<file path="src/rtl/cla_multiword_seq_pkg.sv">
// Shared definitions for the sequential multi-word CLA adder/subtractor:
// limb width, FSM state encoding and the limb-select helper.
package cla_multiword_seq_pkg;

  localparam int LIMB_W    = 16;
  localparam int MAX_WORDS = 8;
  localparam int MAX_DW    = LIMB_W * MAX_WORDS;

  typedef enum logic [1:0] {
    ST_IDLE = 2'd0,
    ST_RUN  = 2'd1,
    ST_DONE = 2'd2
  } state_t;

  // Callers zero-extend narrower vectors to MAX_DW before selecting a limb.
  function automatic logic [LIMB_W-1:0] limb_sel(input logic [MAX_DW-1:0] vec,
                                                 input logic [2:0]        idx);
    limb_sel = vec[idx*LIMB_W +: LIMB_W];
  endfunction

endpackage

</file>
<file path="src/rtl/cla_multiword_seq_cla16.sv">
// 16-bit carry-lookahead adder: four 4-bit lookahead groups with the group
// carry rippled between them. Purely combinational.
module CLA_16bit_ripple (
  input  logic [15:0] i_a,
  input  logic [15:0] i_b,
  input  logic        i_cin,
  output logic [15:0] o_sum,
  output logic        o_cout
);

  logic [15:0] w_g;
  logic [15:0] w_p;

  assign w_g = i_a & i_b;
  assign w_p = i_a ^ i_b;

  // Lookahead carries inside each group, group carry-out feeds the next group
  always_comb begin
    logic [16:0] v_c;
    logic [3:0]  v_gen;
    logic [3:0]  v_pr;
    logic        v_cg;
    v_c    = 17'd0;
    v_c[0] = i_cin;
    for (int g = 0; g < 4; g++) begin
      v_gen = w_g[4*g +: 4];
      v_pr  = w_p[4*g +: 4];
      v_cg  = v_c[4*g];
      v_c[4*g+1] = v_gen[0] | (v_pr[0] & v_cg);
      v_c[4*g+2] = v_gen[1] | (v_pr[1] & v_gen[0]) | (v_pr[1] & v_pr[0] & v_cg);
      v_c[4*g+3] = v_gen[2] | (v_pr[2] & v_gen[1]) | (v_pr[2] & v_pr[1] & v_gen[0])
                 | (v_pr[2] & v_pr[1] & v_pr[0] & v_cg);
      v_c[4*g+4] = v_gen[3] | (v_pr[3] & v_gen[2]) | (v_pr[3] & v_pr[2] & v_gen[1])
                 | (v_pr[3] & v_pr[2] & v_pr[1] & v_gen[0]) | ((&v_pr) & v_cg);
    end
    o_sum  = w_p ^ v_c[15:0];
    o_cout = v_c[16];
  end

endmodule

</file>
<file path="src/rtl/cla_multiword_seq.sv">
// Sequential multi-precision add/sub: one 16-bit CLA slice processes one limb
// per cycle, LSB first, with the carry registered between limbs.
module cla_multiword_seq
  import cla_multiword_seq_pkg::*;
#(
  parameter int WORDS = 4,
  parameter int DW    = LIMB_W * WORDS
) (
  input  logic          clk,
  input  logic          rst,
  input  logic          in_valid,
  output logic          in_ready,
  input  logic [DW-1:0] in_a,
  input  logic [DW-1:0] in_b,
  input  logic          in_sub,
  output logic          out_valid,
  input  logic          out_ready,
  output logic [DW-1:0] out_sum,
  output logic          out_cout,
  output logic          out_ovf,
  output logic          busy
);

  localparam int IDX_W = $clog2(WORDS);

  state_t             r_state;
  state_t             w_next_state;
  logic [IDX_W-1:0]   r_idx;
  logic               r_carry;
  logic [DW-1:0]      r_a;
  logic [DW-1:0]      r_b;
  logic [DW-1:0]      r_sum;
  logic [DW-1:0]      r_out_sum;
  logic               r_out_cout;
  logic               r_out_ovf;
  logic [LIMB_W-1:0]  w_a_limb;
  logic [LIMB_W-1:0]  w_b_limb;
  logic [LIMB_W-1:0]  w_slice_sum;
  logic               w_slice_cout;
  logic               w_accept;
  logic               w_last;

  assign in_ready  = (r_state == ST_IDLE) && !rst;
  assign out_valid = (r_state == ST_DONE);
  assign busy      = (r_state != ST_IDLE);
  assign out_sum   = r_out_sum;
  assign out_cout  = r_out_cout;
  assign out_ovf   = r_out_ovf;

  assign w_accept = in_valid && in_ready;
  assign w_last   = (r_idx == IDX_W'(WORDS - 1));
  assign w_a_limb = limb_sel(MAX_DW'(r_a), 3'(r_idx));
  assign w_b_limb = limb_sel(MAX_DW'(r_b), 3'(r_idx));

  CLA_16bit_ripple u_slice (
    .i_a    (w_a_limb),
    .i_b    (w_b_limb),
    .i_cin  (r_carry),
    .o_sum  (w_slice_sum),
    .o_cout (w_slice_cout)
  );

  always_ff @(posedge clk) begin
    if (rst) begin
      r_state <= ST_IDLE;
    end else begin
      r_state <= w_next_state;
    end
  end

  always_comb begin
    w_next_state = r_state;
    case (r_state)
      ST_IDLE: begin
        if (w_accept) w_next_state = ST_RUN;
        else          w_next_state = ST_IDLE;
      end
      ST_RUN: begin
        if (w_last) w_next_state = ST_DONE;
        else        w_next_state = ST_RUN;
      end
      ST_DONE: begin
        if (out_ready) w_next_state = ST_IDLE;
        else           w_next_state = ST_DONE;
      end
      default: w_next_state = ST_IDLE;
    endcase
  end

  // Subtraction is A + ~B + 1: B is inverted on capture and carry seeded with in_sub.
  always_ff @(posedge clk) begin
    if (rst) begin
      r_idx      <= '0;
      r_carry    <= 1'b0;
      r_a        <= '0;
      r_b        <= '0;
      r_sum      <= '0;
      r_out_sum  <= '0;
      r_out_cout <= 1'b0;
      r_out_ovf  <= 1'b0;
    end else begin
      case (r_state)
        ST_IDLE: begin
          if (w_accept) begin
            r_a     <= in_a;
            r_b     <= in_b ^ {DW{in_sub}};
            r_carry <= in_sub;
            r_idx   <= '0;
            r_sum   <= '0;
          end
        end
        ST_RUN: begin
          r_sum[r_idx*LIMB_W +: LIMB_W] <= w_slice_sum;
          r_carry <= w_slice_cout;
          if (w_last) begin
            r_out_sum  <= {w_slice_sum, r_sum[DW-LIMB_W-1:0]};
            r_out_cout <= w_slice_cout;
            r_out_ovf  <= (r_a[DW-1] == r_b[DW-1]) && (w_slice_sum[LIMB_W-1] != r_a[DW-1]);
          end else begin
            r_idx <= r_idx + IDX_W'(1);
          end
        end
        default: begin
        end
      endcase
    end
  end

endmodule

</file>
<file path="config.mk">
export PLATFORM = sky130hd
export DESIGN_NAME = cla_multiword_seq
export DESIGN_NICKNAME = d
export VERILOG_FILES = /design/src/rtl/cla_multiword_seq_pkg.sv /design/src/rtl/cla_multiword_seq_cla16.sv /design/src/rtl/cla_multiword_seq.sv
export SDC_FILE = /design/constraint.sdc
export NUM_CORES = 1
export LEC_CHECK = 0
export ABC_CLOCK_PERIOD_IN_PS = 5000
export CAP_MARGIN = 20
export CELL_PAD_IN_SITES_DETAIL_PLACEMENT = 1
export CELL_PAD_IN_SITES_GLOBAL_PLACEMENT = 1
export CORE_ASPECT_RATIO = 1.25
export CORE_MARGIN = 2
export CORE_UTILIZATION = 25
export DETAILED_ROUTE_END_ITERATION = 8
export PLACE_DENSITY = 0.55
export SLEW_MARGIN = 10
export SYNTH_ARGS = -nofsm -noshare
export SYNTH_HDL_FRONTEND = slang
export SYNTH_SLANG_ARGS = --single-unit
</file>
<file path="constraint.sdc">
create_clock -name clk -period 5 [get_ports clk]
set_input_delay 0.5 -clock clk [delete_from_list [all_inputs] [get_ports clk]]
set_output_delay 0.5 -clock clk [all_outputs]
set_load 0.01 [all_outputs]
</file>
* Yosys cells after proc, flatten, opt, wreduce, memory -nomap -nowiden
Index checks and enable logic that the tools add are counted.
Word-level totals: flip-flop bits (word level) 263, logic and storage cells 153
Cells by class: $add $sub $neg 2, equality and inequality tests 7, shifts and indexed selects 4, mux-type cells 12, bitwise operators 104, reduce and logical (&&, ||, !) cells 15
Operators by type and width (count):
- variable part select 128 x 7 -> 16 bit | 2
- one-hot mux 64 bit (2 select lines) | 1
- bitwise mux 64 bit | 1
- two-way mux 64 bit | 1
- variable shift 16 x 34 -> 64 bit (first input constant) | 1
- variable part select 16 x 34 -> 64 bit | 1
- XOR 64 bit | 1
- AND 1 bit | 60
- OR 1 bit | 40
- negation 6 -> 34 bit | 1
- XOR 16 bit | 2
- AND 16 bit | 1
- AND reduction 4 bit | 4
- two-way mux 2 bit | 4
- one-hot mux 2 bit (3 select lines) | 1
- AND reduction 2 bit | 3
- == test 2 bit (second input constant) | 2
- != test 2 bit (second input constant) | 2
- one-hot mux 2 bit (2 select lines) | 1
- nonzero test 2 bit | 2
- logical AND 1 bit | 3
- AND reduction 3 bit | 1
- adder 2 x 1 -> 2 bit (second input constant) | 1
- == test 2 x 1 -> 1 bit (second input constant) | 1
- other kinds (6) | 7

* Depth between registers and ports, before layout
depth in word-level cells 17, mapped depth 13

* Modules after synthesis
Synthesis repeated with hierarchy kept, for this count alone.
Second synthesis, totals: cell total of the unflattened synthesis 1124, area, all modules 10963.0 um^2
By module, submodules not included:
- cla_multiword_seq | instances 1, cells each 1042, area each 10264.8 um^2, seq. area each 4944.7 um^2
- CLA_16bit_ripple | instances 1, cells each 82, area each 698.2 um^2, seq. area each 0.0 um^2

* Worst setup path before layout
No wires, ideal clock.
path type register to register, from reg r_idx[0], to reg r_sum[45], setup time 0.128 ns, data arrival time 3.459 ns, required time 4.872 ns, path slack 1.414 ns, stages on the path, launching flop included 14, period minus slack after synthesis 3.586 ns, cells stage by stage dfxtp_1 -> buf_2 -> buf_2 -> mux4_2 -> ha_1 -> a211oi_2 -> o21bai_2 -> a21oi_2 -> o21ai_2 -> a21o_1 -> fa_1 -> xor2_1 -> a22oi_1 -> nor2_1
Between the ends: cells in the longest elaborated chain, start to end 17
RTL lines:
- start: declaration | line cla_multiword_seq.sv:28 | logic [IDX_W-1:0] r_idx;
- start signal: assignment | line cla_multiword_seq.sv:120 | r_idx <= r_idx + IDX_W'(1);
- variable part select 128 x 7 -> 16 bit | line cla_multiword_seq_pkg.sv:18 | limb_sel = vec[idx*LIMB_W +: LIMB_W];
- XOR 16 bit or AND 16 bit (tied branches) | line cla_multiword_seq_cla16.sv:15, cla_multiword_seq_cla16.sv:14
- AND 1 bit, on equally long branches | line cla_multiword_seq_cla16.sv:33, cla_multiword_seq_cla16.sv:34
- OR 1 bit, or another cell as far along | line cla_multiword_seq_cla16.sv:33 | v_c[4*g+4] = v_gen[3] | (v_pr[3] & v_gen[2]) | (v_pr[3] & v_pr[2] & v_gen[1])
- OR 1 bit or AND 1 bit (tied branches) | line cla_multiword_seq_cla16.sv:33, cla_multiword_seq_cla16.sv:34
- OR 1 bit (2 in a row) | line cla_multiword_seq_cla16.sv:34 | | (v_pr[3] & v_pr[2] & v_pr[1] & v_gen[0]) | ((&v_pr) & v_cg);
- AND 1 bit | line cla_multiword_seq_cla16.sv:34
- OR 1 bit | line cla_multiword_seq_cla16.sv:34
- AND 1 bit | line cla_multiword_seq_cla16.sv:34
- OR 1 bit | line cla_multiword_seq_cla16.sv:34
- AND 1 bit, on equally long branches | line cla_multiword_seq_cla16.sv:29, cla_multiword_seq_cla16.sv:30, cla_multiword_seq_cla16.sv:32
- OR 1 bit, on equally long branches | line cla_multiword_seq_cla16.sv:29, cla_multiword_seq_cla16.sv:30, cla_multiword_seq_cla16.sv:32
- XOR 16 bit | line cla_multiword_seq_cla16.sv:36 | o_sum = w_p ^ v_c[15:0];
- variable part select 16 x 34 -> 64 bit | line cla_multiword_seq.sv:113 | r_sum[r_idx*LIMB_W +: LIMB_W] <= w_slice_sum;
- bitwise mux 64 bit (*) | line cla_multiword_seq.sv:113
- one-hot mux 64 bit (2 select lines) (*) | line cla_multiword_seq.sv:102 | case (r_state)
- end signal: indexed assignment | line cla_multiword_seq.sv:113
- end: declaration | line cla_multiword_seq.sv:32 | logic [DW-1:0] r_sum;
Mark *: on every way between the ends. The rest lies on a longest branch, timed or not. A chain may end at the register's enable or synchronous reset.

* Worst setup path after layout
Same ends and word-level chain as after synthesis.

==> metrics <==
CTS Root Cell=clkbuf_16; # port buffers=201; hold path cells=2; Synth top cells by count=nand2_1, dfxtp_1, nand3b_1, a21oi_1, xnor2_1; post-synth top area share=45.44%; core area=0.04307 mm²; final setup TNS=0 ps; ANT nets after route=0; # rows=85; area of the multi-input gates=0.005479 mm²; Hold WS=341.7 ps; worst-margin pin slew=1109 ps; FF/Latch Area=0.004947 mm²; CP max stage delay=850 ps; Clock power frac=41.8%; status=finished, final reports clean; CP max FO=26; Tot GR Track Use=15.88%; first-pass GRT wire length=55080 µm; fillcell total=4954; clk sinks=247; global route overflow=0; cts hold-fix bufs=0; maximum clock frequency=242.2 MHz; largest family of logic cells by synthesized area=simple AND/OR/NAND/NOR gates; DRT Wirelength=36090 µm; Max Slew Vio Count=0; # setup viols final=0; pin count of the biggest net entering global routing=113; post-synthesis xor/xnor area fraction=6.106%; Post-Syn Instances=1181; Cell Int Power=3.561 mW; area fraction in compound gates after synthesis=11.94%; post-synthesis adder-cell area fraction=3.036%; vias in the first global route=9186; syn_nets=1338; Mapped Area=0.01088 mm²; Worst Path Required=5480 ps; crit path capture type=flop; clock tree buffer depth=3; sw frac=26.08%; CP Class=flop to flop; Post-synth top flop=dfxtp_1; routed len/inst=18.83 µm; Worst Hold Launch=rst; initial antenna violation count=0; worst reg2reg path startpoint=r_idx[0]; I/O Pins=202; RSZ-0062 raised after global routing=no; Initial Utilization=25.26%; combinational cell fraction of total power=13.9%; main area contributors after synthesis=dfxtp_1, nand3b_1, nand2_1, mux4_2, xnor2_1; Synth Register Bits=247; CP arrival=4610 ps; worst flop-to-flop path endpoint=r_sum[45]; simple-gate share of the synthesized area=22.54%; ant diodes=0; DRT Pass-1 Iters=5; r2r setup slk=870 ps; final hold violation count=0; layout cells sized above 1=8.654%; pre-CTS setup slack=831.6 ps; Distinct cells, synth=53; Post-synth EDFFs=0; GPL Wtd Cong=0.7878; Slowest-stage cell, CP=dfxtp_2; Leak Pwr=5.123 nW; Startpoint Class=flop; Synth-to-Final Area Change=30.18%; Via Count=8776; Detailed Route Iter0 Violations=552; Layout Skew=19.65 ps; Synth warnings=0; Die Wd=190.6 µm; min cycle time layout=4129 ps; maximum vdd ir drop=0.2413 mV; Max-Cap Viols=0; final core utilization=32.89%; syn_area_per_cell=9.214 µm²; Clock Pin Slew Worst Setup and Hold Paths=60 ps; drt via density=4.578; Worst R2R Path Depth=12; Synth area leader=dfxtp_1; fraction of registers with async set/reset=0%; CTS resizes=0; H-tree levels=1; NumNets Final=1489; DRC Markers=0; CTS tree=done; worst rel slew slack=25.51%; final worst setup slack=870.9 ps; count leader, synth=nand2_1; Post-DP HPWL=25580 µm; post-synthesis mux area share=6.623%; worst path cell trace=buf_4, mux4_2, ha_1, o21ai_1, o21bai_2, a21oi_2, o21ai_2, a21o_1, fa_1, xor2_1, a22oi_1, nor2_1; pwr dens=340.0 mW/mm²; worst hold endpoint=r_sum[24]; period utilization=82.58%; Hold Crit Class=primary input to flop; die area=0.04522 mm²; Worst-Skew Late Latency=560 ps; TritonCTS buffer count=27; Die Ht=237.3 µm; sw power=1.256 mW; Seq/Total Area, Yosys=45.44%; Post CTS Setup Buffer Count=0; Flop pwr share=44.3%
==> final cells by class <==
cell class              count  share of cell area [%]
clock buffers              42                   5.379
clock inverters             7                  0.8214
multi-input cells         834                   38.68
repair buffers            215                   15.02
well taps                 565                   4.990
flip-flops and latches    247                   34.92
inverters                   7                  0.1855
==> routing by layer <==
| metal | vias to the layer above | wire length [µm] | track usage (%) |
|---|---|---|---|
| met3 | 31 | 1267 | 2.200 |
| met1 | 4243 | 15550 | 19.70 |
| met4 | 0 | 592 | 3.782 |
| met2 | 165 | 18680 | 28.79 |
| li1 | 4337 | - | - |
| met5 | - | 0 | 0 |
==> sequential cells by signal, summed over array words and instances (netlist names) <==
name / count
out_cout: 1
r_sum: 48
r_idx: 2
out_sum: 64
r_carry: 1
r_state: 2
out_ovf: 1
r_a: 64
r_b: 64
==> power by group through the flow <==
stage / clock network [mW] / logic (mW) / registers [mW]
floorplan: 0 / 0.400 / 2.13
global placement: 0 / 0.667 / 2.18
detailed placement: 0 / 0.677 / 2.18
CTS: 2.08 / 0.681 / 2.14
global route: 2.17 / 0.730 / 2.15
finish: 2.01 / 0.668 / 2.14
==> critical path, delay by kind of cell, from the launching register on <==
kind	cells	cell delay, ps
flip-flops	1	850
AND/OR/NAND/NOR	1	130
AO/OA/AOI/OAI	6	1020
buffers and inverters	1	380
XOR/XNOR	1	380
adder cells (fa/ha/maj)	2	760
multiplexers	1	540
==> stage by stage <==
stage | area [µm²] | total power, mW | std cells
6_report | 14170 | 4.817 | 1917
5_1_grt | 14170 | 5.047 | 1917
4_1_cts | 14150 | 4.898 | 1916
3_5_place_dp | 13270 | 2.857 | 1867
3_3_place_gp | 13270 | 2.846 | 1867
2_1_floorplan | 10880 | 2.535 | 1181
==> cells in the final DEF, fill, tap and decap left out, drive strengths merged, types with 20 or more instances in the layout <==
cell type      netlist  final
nand2              257    257
dfxtp              247    247
clkdlybuf4s50        0    199
nand3b             131    131
a21oi               80     80
o21ai               70     70
xnor2               69     69
nor2                69     69
clkbuf              46     42
a22oi               36     36
mux4                32     32
ha                  20     20
==> worst max path at each step <==
stage              from  slack (ps)  cells past startpoint   endpoint
2_1_floorplan  r_idx[0]        1410                     13  r_sum[45]
3_3_place_gp   r_idx[0]         930                     12  r_sum[45]
3_5_place_dp   r_idx[0]         830                     12  r_sum[45]
4_1_cts        r_idx[0]         820                     12  r_sum[45]
5_1_grt        r_idx[0]         480                     12  r_sum[45]
6_report       r_idx[0]         870                     12  r_sum[45]
==> cell families (layout without fill, tap and decap cells) <==
logic type                 count (synthesis)  count (layout)
AOI/OAI and AO/OA                        212             212
xor gates and xnor gates                  75              75
adders and majority gates                 24              24
buffers and inverters                    100             271
DFF                                      247             247
muxes                                     32              32
and+or+nand+nor                          491             491
(Power assumes the default switching activity.)
